<file path="src/rtl/board_pixel_pipeline_if.sv">
// Board-RAM read port between the pixel pipeline and the board RAM.
//   ram_rd_en  read strobe, one per in-board pixel
//   ram_x      cell column being read
//   ram_y      cell row being read
//   ram_color  cell colour {R,G,B}, valid one cycle after ram_rd_en; 0 = empty
// master: pixel pipeline side.  slave: RAM side.
interface board_pixel_pipeline_if #(
  parameter int CW = 8
);
  logic            ram_rd_en;
  logic [4:0]      ram_x;
  logic [4:0]      ram_y;
  logic [3*CW-1:0] ram_color;

  modport master (output ram_rd_en, ram_x, ram_y, input ram_color);
  modport slave  (input ram_rd_en, ram_x, ram_y, output ram_color);
endinterface

</file>
<file path="src/rtl/board_pixel_pipeline.sv">
// Board pixel pipeline: turns the VGA raster position into board cell
// coordinates with running counters, reads the board RAM and composes the
// final {R,G,B} pixel over a fixed 3-clock pipeline. Also runs the
// line-clear flash animation (white blink of the rows being destroyed).
//
// Ports:
//   clk, reset              pixel clock, synchronous active-high reset
//   frame_start             one-cycle pulse per frame (flash timing)
//   blank_n, row, column    raster position + active-video flag
//   q                       game FSM state
//   clear_mask              rows being destroyed, bit 0 = top row
//   piece_cells/piece_color falling piece, four {cx,cy} cells, square 0 in LSBs
//   ram                     board-RAM read port (master)
//   red, green, blue        pixel outputs, 0 during blanking
//   blank_n_o               blank_n delayed to match the pixel outputs
//   flash_done              one-cycle pulse when the flash animation completes
module board_pixel_pipeline #(
  parameter int CW           = 8,
  parameter int CELL         = 20,
  parameter int COLS         = 10,
  parameter int ROWS         = 20,
  parameter int BOARD_X      = 220,
  parameter int BOARD_Y      = 40,
  parameter int FLASH_FRAMES = 8,
  parameter int FLASH_BLINKS = 3
) (
  input  logic                clk,
  input  logic                reset,
  input  logic                frame_start,
  input  logic                blank_n,
  input  logic [8:0]          row,
  input  logic [9:0]          column,
  input  logic [2:0]          q,
  input  logic [ROWS-1:0]     clear_mask,
  input  logic [39:0]         piece_cells,
  input  logic [3*CW-1:0]     piece_color,
  board_pixel_pipeline_if.master ram,
  output logic [CW-1:0]       red,
  output logic [CW-1:0]       green,
  output logic [CW-1:0]       blue,
  output logic                blank_n_o,
  output logic                flash_done
);

  localparam int STAGES = 3;
  localparam logic [2:0] Q_FALLING = 3'd3;
  localparam logic [2:0] Q_DISTROY = 3'd4;

  // Palette entries are defined as 8-bit values; narrower or wider channels
  // take them MSB-aligned.
  function automatic logic [CW-1:0] pal(input logic [7:0] v);
    logic [CW+7:0] w;
    w = {v, {CW{1'b0}}};
    return w[CW+7 -: CW];
  endfunction

  localparam logic [3*CW-1:0] ROSE  = {pal(8'd255), pal(8'd204), pal(8'd229)};
  localparam logic [3*CW-1:0] ROSE2 = {pal(8'd255), pal(8'd190), pal(8'd240)};
  localparam logic [3*CW-1:0] DGREY = {pal(8'd96),  pal(8'd96),  pal(8'd96)};

  localparam int OW = $clog2(CELL);
  localparam logic [OW-1:0] OFF_LAST = OW'(CELL - 1);
  localparam logic [10:0] X_LO = 11'(BOARD_X);
  localparam logic [10:0] X_HI = 11'(BOARD_X + COLS * CELL);
  localparam logic [9:0]  Y_LO = 10'(BOARD_Y);
  localparam logic [9:0]  Y_HI = 10'(BOARD_Y + ROWS * CELL);

  // ---------------------------------------------------------------- stage 0
  // The *_q registers hold the position of the previous pixel; the comb
  // values below are the position of the pixel on the inputs right now.
  logic [OW-1:0] col_off_q, col_off, row_off_q, row_off;
  logic [4:0]    cell_x_q, cell_x, cell_y_q, cell_y;
  logic          in_board;

  always_comb begin
    col_off = col_off_q + OW'(1);
    cell_x  = cell_x_q;
    if (column == 10'(BOARD_X)) begin
      col_off = '0;
      cell_x  = '0;
    end else if (col_off_q == OFF_LAST) begin
      col_off = '0;
      cell_x  = cell_x_q + 5'd1;
    end

    // Row position advances once per line, at column 0.
    row_off = row_off_q;
    cell_y  = cell_y_q;
    if (column == '0) begin
      if (row == 9'(BOARD_Y)) begin
        row_off = '0;
        cell_y  = '0;
      end else if (row_off_q == OFF_LAST) begin
        row_off = '0;
        cell_y  = cell_y_q + 5'd1;
      end else begin
        row_off = row_off_q + OW'(1);
      end
    end

    in_board = ({1'b0, column} >= X_LO) && ({1'b0, column} < X_HI) &&
               ({1'b0, row} >= Y_LO) && ({1'b0, row} < Y_HI);
  end

  always_ff @(posedge clk) begin
    if (reset) begin
      col_off_q <= '0;
      cell_x_q  <= '0;
      row_off_q <= '0;
      cell_y_q  <= '0;
    end else begin
      col_off_q <= col_off;
      cell_x_q  <= cell_x;
      row_off_q <= row_off;
      cell_y_q  <= cell_y;
    end
  end

  // ------------------------------------------------------- stages 1 and 2
  // vld_pipe carries blank_n alongside the pixel: [0] stage 1, [1] stage 2,
  // [2] output stage.
  logic [STAGES-1:0] vld_pipe;
  logic              s1_in_board, s1_col0, s2_in_board, s2_col0;
  logic [4:0]        s1_cx, s1_cy, s2_cx, s2_cy;
  logic [4:0]        ram_x_q, ram_y_q;

  always_ff @(posedge clk) begin
    if (reset) begin
      vld_pipe    <= '0;
      s1_in_board <= 1'b0;
      s1_col0     <= 1'b0;
      s1_cx       <= '0;
      s1_cy       <= '0;
      s2_in_board <= 1'b0;
      s2_col0     <= 1'b0;
      s2_cx       <= '0;
      s2_cy       <= '0;
      ram_x_q     <= '0;
      ram_y_q     <= '0;
    end else begin
      vld_pipe    <= {vld_pipe[STAGES-2:0], blank_n};
      s1_in_board <= in_board;
      s1_col0     <= (col_off == '0);
      s1_cx       <= cell_x;
      s1_cy       <= cell_y;
      // RAM address only moves for board pixels so the bus stays quiet
      // across the border and blanking.
      if (in_board) begin
        ram_x_q <= cell_x;
        ram_y_q <= cell_y;
      end
      s2_in_board <= s1_in_board;
      s2_col0     <= s1_col0;
      s2_cx       <= s1_cx;
      s2_cy       <= s1_cy;
    end
  end

  assign ram.ram_rd_en = s1_in_board;
  assign ram.ram_x     = ram_x_q;
  assign ram.ram_y     = ram_y_q;

  // ---------------------------------------------------------- flash FSM
  localparam logic [1:0] F_IDLE = 2'd0;
  localparam logic [1:0] F_ON   = 2'd1;
  localparam logic [1:0] F_OFF  = 2'd2;
  localparam logic [1:0] F_DONE = 2'd3;

  localparam int FW = $clog2(FLASH_FRAMES + 1);
  localparam int BW = $clog2(FLASH_BLINKS + 1);

  logic [1:0]    fstate;
  logic [FW-1:0] frame_cnt;
  logic [BW-1:0] blink_cnt;
  logic          frame_last, blink_last, flash_on;

  assign frame_last = (frame_cnt == FW'(FLASH_FRAMES - 1));
  assign blink_last = (blink_cnt == BW'(FLASH_BLINKS - 1));
  assign flash_on   = (fstate == F_ON);

  always_ff @(posedge clk) begin
    if (reset) begin
      fstate     <= F_IDLE;
      frame_cnt  <= '0;
      blink_cnt  <= '0;
      flash_done <= 1'b0;
    end else begin
      flash_done <= 1'b0;
      // Leaving DISTROY_LINE aborts from any state and beats a coincident
      // frame_start.
      if (q != Q_DISTROY) begin
        fstate    <= F_IDLE;
        frame_cnt <= '0;
        blink_cnt <= '0;
      end else begin
        case (fstate)
          F_IDLE: begin
            fstate    <= F_ON;
            frame_cnt <= '0;
            blink_cnt <= '0;
          end
          F_ON: if (frame_start) begin
            if (frame_last) begin
              fstate    <= F_OFF;
              frame_cnt <= '0;
            end else begin
              frame_cnt <= frame_cnt + FW'(1);
            end
          end
          F_OFF: if (frame_start) begin
            if (frame_last) begin
              frame_cnt <= '0;
              if (blink_last) begin
                fstate     <= F_DONE;
                flash_done <= 1'b1;
              end else begin
                fstate    <= F_ON;
                blink_cnt <= blink_cnt + BW'(1);
              end
            end else begin
              frame_cnt <= frame_cnt + FW'(1);
            end
          end
          default: fstate <= F_DONE;  // DONE waits for q to move on
        endcase
      end
    end
  end

  // ------------------------------------------------- compose + stage 3
  logic            piece_hit, row_clr;
  logic [31:0]     mask_ext;
  logic [3*CW-1:0] pix;

  always_comb begin
    piece_hit = 1'b0;
    for (int i = 0; i < 4; i++) begin
      if (piece_cells[10*i+5 +: 5] == s2_cx && piece_cells[10*i +: 5] == s2_cy)
        piece_hit = 1'b1;
    end
    mask_ext = 32'(clear_mask);
    row_clr  = mask_ext[s2_cy];

    pix = DGREY;
    if (s2_in_board) begin
      if (q == Q_FALLING && piece_hit)
        pix = piece_color;
      else if (q == Q_DISTROY && row_clr && flash_on)
        pix = '1;
      else if (ram.ram_color != '0)
        pix = ram.ram_color;
      else if (s2_col0 && s2_cx != '0)
        pix = ROSE2;
      else
        pix = ROSE;
    end
    if (!vld_pipe[1])
      pix = '0;
  end

  always_ff @(posedge clk) begin
    if (reset) begin
      red       <= '0;
      green     <= '0;
      blue      <= '0;
      blank_n_o <= 1'b0;
    end else begin
      {red, green, blue} <= pix;
      blank_n_o          <= vld_pipe[1];
    end
  end

endmodule

</file>
<file path="src/flat_wrapper.sv">
// flat-port wrapper written by rule: the top's interface ports become plain ports
module board_pixel_pipeline_flat 
#(
  parameter int CW           = 8,
  parameter int CELL         = 20,
  parameter int COLS         = 10,
  parameter int ROWS         = 20,
  parameter int BOARD_X      = 220,
  parameter int BOARD_Y      = 40,
  parameter int FLASH_FRAMES = 8,
  parameter int FLASH_BLINKS = 3
)
  (clk, reset, frame_start, blank_n, row, column, q, clear_mask, piece_cells, piece_color, red, green, blue, blank_n_o, flash_done, ram_ram_rd_en, ram_ram_x, ram_ram_y, ram_ram_color);
  board_pixel_pipeline_if #(.CW(CW)) ram_i ();
  input  logic clk;
  input  logic reset;
  input  logic frame_start;
  input  logic blank_n;
  input  logic [8:0] row;
  input  logic [9:0] column;
  input  logic [2:0] q;
  input  logic [ROWS-1:0] clear_mask;
  input  logic [39:0] piece_cells;
  input  logic [3*CW-1:0] piece_color;
  output logic [CW-1:0] red;
  output logic [CW-1:0] green;
  output logic [CW-1:0] blue;
  output logic blank_n_o;
  output logic flash_done;
  output wire logic [$bits(ram_i.ram_rd_en)-1:0] ram_ram_rd_en;
  output wire logic [$bits(ram_i.ram_x)-1:0] ram_ram_x;
  output wire logic [$bits(ram_i.ram_y)-1:0] ram_ram_y;
  input wire logic [$bits(ram_i.ram_color)-1:0] ram_ram_color;
  assign ram_ram_rd_en = ram_i.ram_rd_en;
  assign ram_ram_x = ram_i.ram_x;
  assign ram_ram_y = ram_i.ram_y;
  assign ram_i.ram_color = ram_ram_color;
  board_pixel_pipeline #(.CW(CW), .CELL(CELL), .COLS(COLS), .ROWS(ROWS), .BOARD_X(BOARD_X), .BOARD_Y(BOARD_Y), .FLASH_FRAMES(FLASH_FRAMES), .FLASH_BLINKS(FLASH_BLINKS)) u_core (.clk(clk), .reset(reset), .frame_start(frame_start), .blank_n(blank_n), .row(row), .column(column), .q(q), .clear_mask(clear_mask), .piece_cells(piece_cells), .piece_color(piece_color), .ram(ram_i), .red(red), .green(green), .blue(blue), .blank_n_o(blank_n_o), .flash_done(flash_done));
endmodule
</file>
<file path="config.mk">
export PLATFORM = sky130hd
export DESIGN_NAME = board_pixel_pipeline_flat
export DESIGN_NICKNAME = d
export VERILOG_FILES = /design/src/rtl/board_pixel_pipeline_if.sv /design/src/rtl/board_pixel_pipeline.sv /design/src/flat_wrapper.sv
export SDC_FILE = /design/constraint.sdc
export NUM_CORES = 1
export LEC_CHECK = 0
export BUFFER_PORTS_ARGS = -buffer_cell sky130_fd_sc_hd__clkbuf_2
export CAP_MARGIN = 20
export CELL_PAD_IN_SITES_DETAIL_PLACEMENT = 1
export CELL_PAD_IN_SITES_GLOBAL_PLACEMENT = 1
export CORE_MARGIN = 3
export CORE_UTILIZATION = 38
export CTS_CLUSTER_DIAMETER = 50
export DETAILED_ROUTE_END_ITERATION = 8
export PLACE_DENSITY_LB_ADDON = 0.1
export SYNTH_ARGS = -nofsm -noshare
export SYNTH_HDL_FRONTEND = slang
export SYNTH_SLANG_ARGS = --single-unit
export TNS_END_PERCENT = 50
</file>
<file path="constraint.sdc">
create_clock -name clk -period 3.86 [get_ports clk]
set_clock_uncertainty 0.15 [all_clocks]
set_input_delay 0.772 -clock clk [delete_from_list [all_inputs] [get_ports clk]]
set_output_delay 0.772 -clock clk [all_outputs]
set_load 0.02 [all_outputs]
</file>
======== After elaboration in Yosys (flattened, before gate mapping) ========
Index checks and enable logic that the tools add are counted.
word-level totals
  bits in registers ....................... 80
  bits of input ports ..................... 134
cells by class
  multiplexer cells ....................... 34
  order comparisons ....................... 5
  $add $sub $neg .......................... 6
  equal/unequal tests ..................... 25
  bitwise logic cells ..................... 5
  reduce and logical (&&, ||, !) cells .... 26
operator list
  cell                                                                number
  two-way mux 24 bit                                                  3
  two-way mux 5 bit                                                   9
  equality test 5 bit                                                 8
  nonzero test 24 bit                                                 1
  two-way mux 23 bit                                                  1
  adder 5 x 1 -> 5 bit, second input constant                         4
  two-way mux 2 bit                                                   8
  two-way mux 15 bit                                                  1
  logical AND 1 bit                                                   11
  equality test 10 x 8 -> 1 bit, second input constant                1
  equality test 5 bit, second input constant                          2
  greater-or-equal comparator 10 x 8 -> 1 bit, second input constant  1
  zero test 10 bit                                                    1
  < comparator 10 x 9 -> 1 bit, second input constant                 1
  equality test 9 x 6 -> 1 bit, second input constant                 1
  greater-or-equal comparator 9 x 6 -> 1 bit, second input constant   1
  < comparator 9 bit, second input constant                           1
  two-way mux 4 bit                                                   2
  case mux 4 bit (2 select lines)                                     1
  AND reduction 4 bit                                                 2
  < comparator 5 x 6 -> 1 bit, second input constant                  1
  two-way mux 1 bit                                                   6
  != test 2 x 1 -> 1 bit, second input constant                       3
  != test 2 bit, second input constant                                3
  20 further kinds                                                    28

======== Depth between registers and ports, before layout ========
Gate-level depths: netlist (run 1).
  word-level depth ........................ 9
  gate-level depth with buffers ........... 9
  mapped depth without buffers ............ 8

======== Worst setup path before layout (run 1) ========
Ideal clock, no wire load.
  kind .................................... input-to-reg
  start ................................... input piece_cells[39]
  end ..................................... register u_core.green[2]
  setup slack ............................. 1.362 ns
  arrival time ............................ 2.226 ns
  stages on the path ...................... 8
  buffers on the path ..................... 2
  library setup time ...................... 0.122 ns
  data required time ...................... 3.588 ns
  cells stage by stage .................... xor2_1 > nor4_1 > nand4_1 > and4_1 > buf_2 > buf_2 > or3_1 > o311a_1
on the way
  cells in the longest elaborated chain, start to end .. 5
ends and longest elaborated chain
  item                  RTL line                     source
  from (decl)           flat_wrapper.sv:23           input logic [39:0] piece_cells;
  equality test 5 bit   board_pixel_pipeline.sv:238  if (piece_cells[10*i+5 +: 5] == s2_cx && piece_cells[10*i +: 5] == s2_cy)
  logical AND 1 bit     board_pixel_pipeline.sv:238
  two-way mux 1 bit     board_pixel_pipeline.sv:238
  logical AND 1 bit     board_pixel_pipeline.sv:246  if (q == Q_FALLING && piece_hit)
  two-way mux 24 bit    board_pixel_pipeline.sv:246
  to (signal assigned)  board_pixel_pipeline.sv:268  {red, green, blue} <= pix;
  to (decl)             board_pixel_pipeline.sv:39   output logic [CW-1:0] green,
Every way passes these cells.
A chain may end at the register's enable or synchronous reset.

======== Worst setup path after layout (run 1) ========
  start ................................... register u_core.s2_cy[0]
  end ..................................... register u_core.blue[5]
on the way
  cells in the longest elaborated chain, start to end .. 9
  elaborated cells between the ends (all ways) .. 20
  classes of those cells .................. eq/ne: 4; mux: 9; reduce/logical: 7
ends and longest elaborated chain
  item                                                        RTL line                     source
  from (decl)                                                 board_pixel_pipeline.sv:124  logic [4:0] s1_cx, s1_cy, s2_cx, s2_cy;
  from (signal assigned)                                      board_pixel_pipeline.sv:155  s2_cy <= s1_cy;
  branches (longest 7 deep; another with two-way mux 24 bit)  n/a
  two-way mux 24 bit *                                        board_pixel_pipeline.sv:246
  two-way mux 23 bit *                                        board_pixel_pipeline.sv:245  if (s2_in_board) begin
  to (signal assigned)                                        board_pixel_pipeline.sv:268
  to (decl)                                                   board_pixel_pipeline.sv:40   output logic [CW-1:0] blue,
Every way passes the cells marked *. The select of a mux whose other input is x is not followed.

==> results of run 1 <==
cells by family (layout without fill, tap and decap cells):
logic type      count (synthesis)  in the layout  synth area share
xor+xnor                       48             48             0.101
flops                          80             80             0.386
simple gates                  188            188             0.241
compound gates                 74             74             0.145
fa+ha+maj                      10             10            0.0302
mux                            18             18            0.0468
buf+inv                        49            209            0.0495
registers in the layout, indices dropped and copies added (netlist names):
register / count
u_core.s1_cx: 5
u_core.s2_in_board: 1
u_core.blink_cnt: 2
u_core.green: 8
u_core.red: 8
u_core.fstate: 2
u_core.vld_pipe: 2
u_core.col_off_q: 5
u_core.flash_done: 1
u_core.ram.ram_y: 5
u_core.ram.ram_rd_en: 1
u_core.s1_cy: 5
u_core.ram.ram_x: 5
u_core.s2_col0: 1
u_core.s1_col0: 1
u_core.s2_cy: 5
u_core.row_off_q: 5
u_core.s2_cx: 5
u_core.blank_n_o: 1
u_core.blue: 8
u_core.frame_cnt: 4
critical path, stage by stage, from the launching register on:
cell and delay, ns:
dfxtp_1 0.74, mux4_2 0.61, and4_4 0.18, a41oi_2 0.16
nand3_1 0.44, a2111oi_0 0.58, a311oi_1 0.09
synth_stat cells (7+ instances only):
| cell | n |
|---|---|
| a21oi_1 | 13 |
| a311oi_1 | 7 |
| buf_2 | 8 |
| clkbuf_1 | 20 |
| dfxtp_1 | 80 |
| ha_1 | 10 |
| inv_1 | 19 |
| mux2i_1 | 16 |
| nand2_1 | 22 |
| nand3_1 | 9 |
| nand4_1 | 14 |
| nor2_1 | 52 |
| nor2b_1 | 19 |
| nor3_1 | 18 |
| nor4_1 | 17 |
| o21ai_0 | 7 |
| o311a_1 | 11 |
| or3_1 | 10 |
| xnor2_1 | 10 |
| xor2_1 | 38 |
worst paths after layout:
path,from,endpoint,cells after the start
setup / recovery,u_core.s2_cy[0]$_SDFF_PP0_,u_core.blue[5]$_SDFF_PP0_,6
hold / removal,u_core.s1_col0$_SDFF_PP0_,u_core.s2_col0$_SDFF_PP0_,1
setup reg to reg,u_core.s2_cy[0]$_SDFF_PP0_,u_core.blue[5]$_SDFF_PP0_,6
hold reg to reg,u_core.s1_col0$_SDFF_PP0_,u_core.s2_col0$_SDFF_PP0_,1
per-layer routing:
layer	vias to the layer above	track usage
li1	1995	-
met1	1867	0.270
met2	137	0.363
met3	13	0.0395
met4	0	0.0747
met5	-	0
report_power, final:
| part | switching [mW] | internal [mW] |
|---|---|---|
| sequential | 0.00781 | 0.836 |
| combinational | 0.0894 | 0.0856 |
| clock | 0.305 | 0.381 |
layout make-up:
class                      instances  share of cell area
sequential                        80               0.303
multi-input combinational        338               0.443
inverter                          19              0.0135
clock buffer                      11              0.0268
clock inverter                     5              0.0152
tap                              136              0.0322
timing repair buffer             174               0.167
cell usage in the layout (no fill, tap or decap), types with 7 or more instances in the layout:
| cell type | netlist | routed |
|---|---|---|
| a21oi_1 | 13 | 13 |
| a311oi_1 | 7 | 7 |
| clkbuf_2 | 0 | 170 |
| clkbuf_8 | 0 | 10 |
| dfxtp_1 | 80 | 80 |
| ha_1 | 10 | 10 |
| inv_1 | 19 | 19 |
| mux2i_1 | 16 | 16 |
| nand2_1 | 22 | 22 |
| nand3_1 | 9 | 9 |
| nand4_1 | 14 | 14 |
| nor2_1 | 52 | 52 |
| nor2b_1 | 19 | 19 |
| nor3_1 | 18 | 18 |
| nor4_1 | 17 | 17 |
| o21ai_0 | 7 | 7 |
| o311a_1 | 11 | 11 |
| or3_1 | 10 | 10 |
| xnor2_1 | 10 | 10 |
| xor2_1 | 38 | 38 |
==> impl_metrics.csv, run 1 <==
group,metric,value,unit
synth,yosys-top-cells-area,"dfxtp_1 (39%), xor2_1 (8.0%), nor2_1 (4.7%)",
synth,postSynth.asyncResetShare,0,
clock_tree,ctsResizeCount,0,
flow_run,maxCapViolCount,0,
power,finalPower,1.70,mW
finish,area.sequential,1600,sq um
hold_path,min_path_type,"register to register",
finish,final_cell_area,5290,sq um
grt,grt_pass1_wl,21500,microns
finish,n_antenna_cell,0,
finish,area_growth,27.5,%
placement,port_buffers,170,
floorplanning,die_area,12200,sq um
drt,viasPerCell,5.26,
sta,final_hold_viol_count,0,
status,status,"complete, no violations",
setup_path,critPathCaptureType,"register",
synth,ys_types,54,
synth,ys_seq_area_frac,0.386,
drt,wl_met2,6220,microns
sta,slew_headroom,0.537,
sta,rsz0062_at_grt,"no",
grt,grt_start_max_net_pins,42,
placement,place_congestion,0.867,
sta,final.setup.worst_slack,0.782,ns
clock_tree,postCtsHoldBufs,0,
grt,grt_pass1_vias,4234,
synth,synth-edff-count,0,
sta,setup_viol,0,
floorplanning,initial_core_util,0.396,
drt,drt-pass1-iter-count,5,
sta,post-route-period-util,0.797,
synth,synthCells,467,
setup_path,cp_max_fo,14,
setup_path,start_kind,"register",
finish,final_cells,763,
drt,final_antenna_net_count,0,
grt,grtUsageTotal,0.213,
finish,final_nets,766,
synth,yosysWarningCount,0,
setup_path,required,3.93,ns
sta,fin_crit,3.08,ns
grt,grt_overflow,0,
clock_tree,cts_setup_buffers,0,
placement,hpwlAfterDp,10400,microns
synth,synth_top_cell_by_area,"dfxtp_1",
drt,met1_length,5710,microns
sta,drv_slew,0,
placement,dp_cells,746,
setup_path,arrival,3.15,ns
synth,syn_area,4150,sq um
synth,postSynthAreaPerCell,8.88,sq um
clock_tree,cts_root_buffer,"clkbuf_8",
placement,pre_cts_ws,0.784,ns
sta,max_freq,0.325,GHz
synth,ys_seq_elements,80,
power,cellLeakagePower,2.45,nW
drt,dr_wl_met3,748,microns
finish,drive_gt1_frac,0.330,
clock_tree,h-tree-depth,3,
clock_tree,clock_sinks,80,
power,power_density,323,nW/um^2
floorplanning,die_h,110,microns
clock_tree,tritoncts,"yes",
clock_tree,clock_latency,0.35,ns
floorplanning,row_count,37,
clock_tree,clk_pin_slew,0.08,ns
floorplanning,fp.dieW,110,microns
sta,hold_ws,0.304,ns
sta,tightest_slew,0.695,ns
finish,fillers,1288,
drt,drc_errors,0,
clock_tree,clockBufferDepth,2,
floorplanning,core,10500,sq um
floorplanning,io-pin-count,171,
drt,routed.top_layer,"met4",
setup_path,crit_type,"register to register",
power,peakVddDrop,0.195,mV
drt,wire_per_inst,16.9,microns
drt,drt-initial-drc-count,207,
finish,fin_util,0.505,
setup_path,ff2ff_setup_slack,0.78,ns
clock_tree,cts_buffers,9,
drt,via_count,4012,
synth,syn_nets,611,
placement,place_area,5060,sq um
drt,drt_wl_total,12900,microns
finish,multi_input_area,2340,sq um
sta,fin_setup_tns,0,ns
synth,synth-main-ff-cell,"dfxtp_1",
grt,antenna_found_initial,0,
synth,synth_top_area_frac,0.386,
No activity file was read; power rests on OpenSTA's default activity.
==> inputs of run 2 (changes only) <==
--- a/config.mk
+++ b/config.mk
@@ -10,7 +10,7 @@
 export CELL_PAD_IN_SITES_DETAIL_PLACEMENT = 1
 export CELL_PAD_IN_SITES_GLOBAL_PLACEMENT = 1
 export CORE_MARGIN = 3
-export CORE_UTILIZATION = 38
+export CORE_UTILIZATION = 35
 export CTS_CLUSTER_DIAMETER = 50
 export DETAILED_ROUTE_END_ITERATION = 8
 export PLACE_DENSITY_LB_ADDON = 0.1
==> constraint.sdc (replaced) <==
create_clock -name clk -period 3 [get_ports clk]
set_clock_uncertainty 0.15 [all_clocks]
set_input_delay 0.6 -clock clk [delete_from_list [all_inputs] [get_ports clk]]
set_output_delay 0.6 -clock clk [all_outputs]
set_load 0.02 [all_outputs]
==> run 2 against run 1 <==
  * Die area grew 8.1%
  * Non-clock buffer count grew 6
  * Worst setup slack worse by 0.43 ns
  * Flip-flop and latch count unchanged
  * First-iteration DRC count is 2.4% lower
  * Utilization fell by 3.2 points
  * Global-route usage fell by 1.6 points
  * Total power is 47% higher
  * Combinational power up 29%
==> impl_metrics.csv, run 2 (synthesis gave the netlist of run 1 again) <==
group,metric,value,unit
floorplanning,core,11500,sq um
setup_path,crit_type,"register to register",
power,power_density,460,nW/um^2
status,status,"complete, no violations",
sta,fin_crit,2.65,ns
drt,drt-pass1-iter-count,4,
clock_tree,h-tree-depth,3,
flow_run,maxCapViolCount,0,
sta,max_freq,0.378,GHz
finish,area.sequential,1600,sq um
finish,final_nets,772,
floorplanning,die_area,13200,sq um
placement,port_buffers,170,
power,p_clk_frac,0.477,
clock_tree,clock_latency,0.34,ns
placement,dp_cells,760,
grt,antenna_found_initial,0,
clock_tree,clock_sinks,80,
setup_path,reg2reg_depth,8,
power,combPwrFrac,0.090,
floorplanning,die_h,115,microns
placement,hpwlAfterDp,10600,microns
sta,slew_headroom,0.567,
setup_path,cp_max_fo,9,
drt,drt_wl_total,13100,microns
finish,area_growth,31.4,%
finish,n_antenna_cell,0,
setup_path,ff2ff_setup_slack,0.35,ns
setup_path,required,3.10,ns
clock_tree,clockBufferDepth,2,
floorplanning,io-pin-count,171,
power,switchingPower,0.548,mW
sta,final_hold_viol_count,0,
grt,grt_start_max_net_pins,40,
setup_path,startpoint,"u_core.fstate[1]$_SDFFE_PP0P_",
grt,grt_pass1_vias,4120,
floorplanning,row_count,39,
setup_path,reg2reg_to,"u_core.red[5]$_SDFF_PP0_",
floorplanning,fp.dieW,115,microns
grt,grt_overflow,0,
clock_tree,postCtsHoldBufs,0,
floorplanning,initial_core_util,0.360,
clock_tree,clk_pin_slew,0.06,ns
clock_tree,cts_setup_buffers,0,
setup_path,start_kind,"register",
finish,multi_input_area,2340,sq um
sta,setup_viol,0,
clock_tree,tritoncts,"yes",
grt,grt_pass1_wl,20800,microns
sta,fin_setup_tns,0,ns
finish,layout_common_cells,"clkbuf_2 (170), dfxtp_1 (79), nor2_1 (52)",
drt,via_count,4070,
drt,final_antenna_net_count,0,
finish,final_cells,776,
hold_path,min_path_type,"register to register",
clock_tree,cts_root_buffer,"clkbuf_16",
sta,post-route-period-util,0.883,
power,cellLeakagePower,2.55,nW
clock_tree,ctsResizeCount,0,
sta,drv_slew,0,
setup_path,endpoint,"u_core.red[5]$_SDFF_PP0_",
sta,rsz0062_at_grt,"no",
drt,wire_per_inst,16.9,microns
sta,tightest_slew,0.640,ns
power,peakVddDrop,0.208,mV
drt,drt-initial-drc-count,202,
power,p_sw_frac,0.219,
finish,layout_commonest_cell,"clkbuf_2",
hold_path,whs_path_depth,1,
power,internal-power,1.96,mW
setup_path,critPathCaptureType,"register",
placement,place_congestion,0.905,
setup_path,arrival,2.74,ns
drt,drc_errors,0,
finish,drive_gt1_frac,0.340,
drt,viasPerCell,5.24,
finish,reg_top3,"u_core.blue: 8 flops, u_core.green: 8 flops, u_core.red: 8 flops",
clock_tree,cts_buffers,9,
grt,grtUsageTotal,0.197,
finish,fillers,1415,
power,p_seq_frac,0.433,
setup_path,reg2reg_from,"u_core.fstate[1]$_SDFFE_PP0P_",
[run 2: changes by cell type in the layout (fill, tap and decap cells not counted), sizes merged]
| cell | before | now |
|---|---|---|
| clkinvlp | 2 | 0 |
| buf | 4 | 10 |
| clkinv | 1 | 3 |
[run 2: how the worst min path moves through the flow]
stage / startpoint / slack [ns] / endpoint
after floorplan: u_core.s1_col0$_SDFF_PP0_ / 0.26 / u_core.s2_col0$_SDFF_PP0_
after global placement: u_core.s1_col0$_SDFF_PP0_ / 0.27 / u_core.s2_col0$_SDFF_PP0_
after detailed placement: u_core.s1_col0$_SDFF_PP0_ / 0.28 / u_core.s2_col0$_SDFF_PP0_
after CTS: u_core.s1_col0$_SDFF_PP0_ / 0.29 / u_core.s2_col0$_SDFF_PP0_
after global routing: u_core.s1_col0$_SDFF_PP0_ / 0.32 / u_core.s2_col0$_SDFF_PP0_
final: u_core.s1_col0$_SDFF_PP0_ / 0.28 / u_core.s2_col0$_SDFF_PP0_
[run 2: power groups by stage]
stage / sequential (mW) / clock, mW / combinational, mW
after floorplan: 1.12 / 0 / 0.0859
after global placement: 1.11 / 0 / 0.222
after detailed placement: 1.11 / 0 / 0.226
after CTS: 1.09 / 1.23 / 0.227
after global routing: 1.09 / 1.29 / 0.249
final: 1.09 / 1.20 / 0.225
[run 2: cell type report]
cell class                 instances  share of cell area
multi-input combinational        338               0.429
timing repair buffer             180               0.170
inverter                          19              0.0131
clock inverter                     5              0.0145
sequential                        80               0.294
tap                              143              0.0328
clock buffer                      11              0.0464
[run 2: stage by stage]
stage / worst slack (ns) / power, mW / util / cell area, sq um / hold slack [ns]
CTS: 0.191 / 2.55 / 0.473 / 5450 / 0.294
global placement: 0.303 / 1.33 / 0.444 / 5120 / 0.269
global route: 0.150 / 2.62 / 0.473 / 5450 / 0.317
detailed placement: 0.210 / 1.34 / 0.444 / 5120 / 0.280
floorplan: 0.674 / 1.20 / - / 4150 / 0.264
finish: 0.352 / 2.51 / 0.473 / 5450 / 0.285
[run 2: critical path, stage by stage, from the launching register on]
cell and delay (ns):
dfxtp_1 0.34, inv_1 0.09, ha_1 0.21, nor4bb_1 0.60, nor2b_1 0.31, nand4_1 0.14
nand3_1 0.32, a2111oi_0 0.13, a311oi_1 0.26
[run 2: layer usage]
layer | part of all wire | GRT usage | vias up
li1 | - | - | 2010
met1 | 0.44 | 0.250 | 1906
met2 | 0.48 | 0.333 | 137
met3 | 0.063 | 0.0463 | 17
met4 | 0.015 | 0.0587 | 0
met5 | 0 | 0 | -
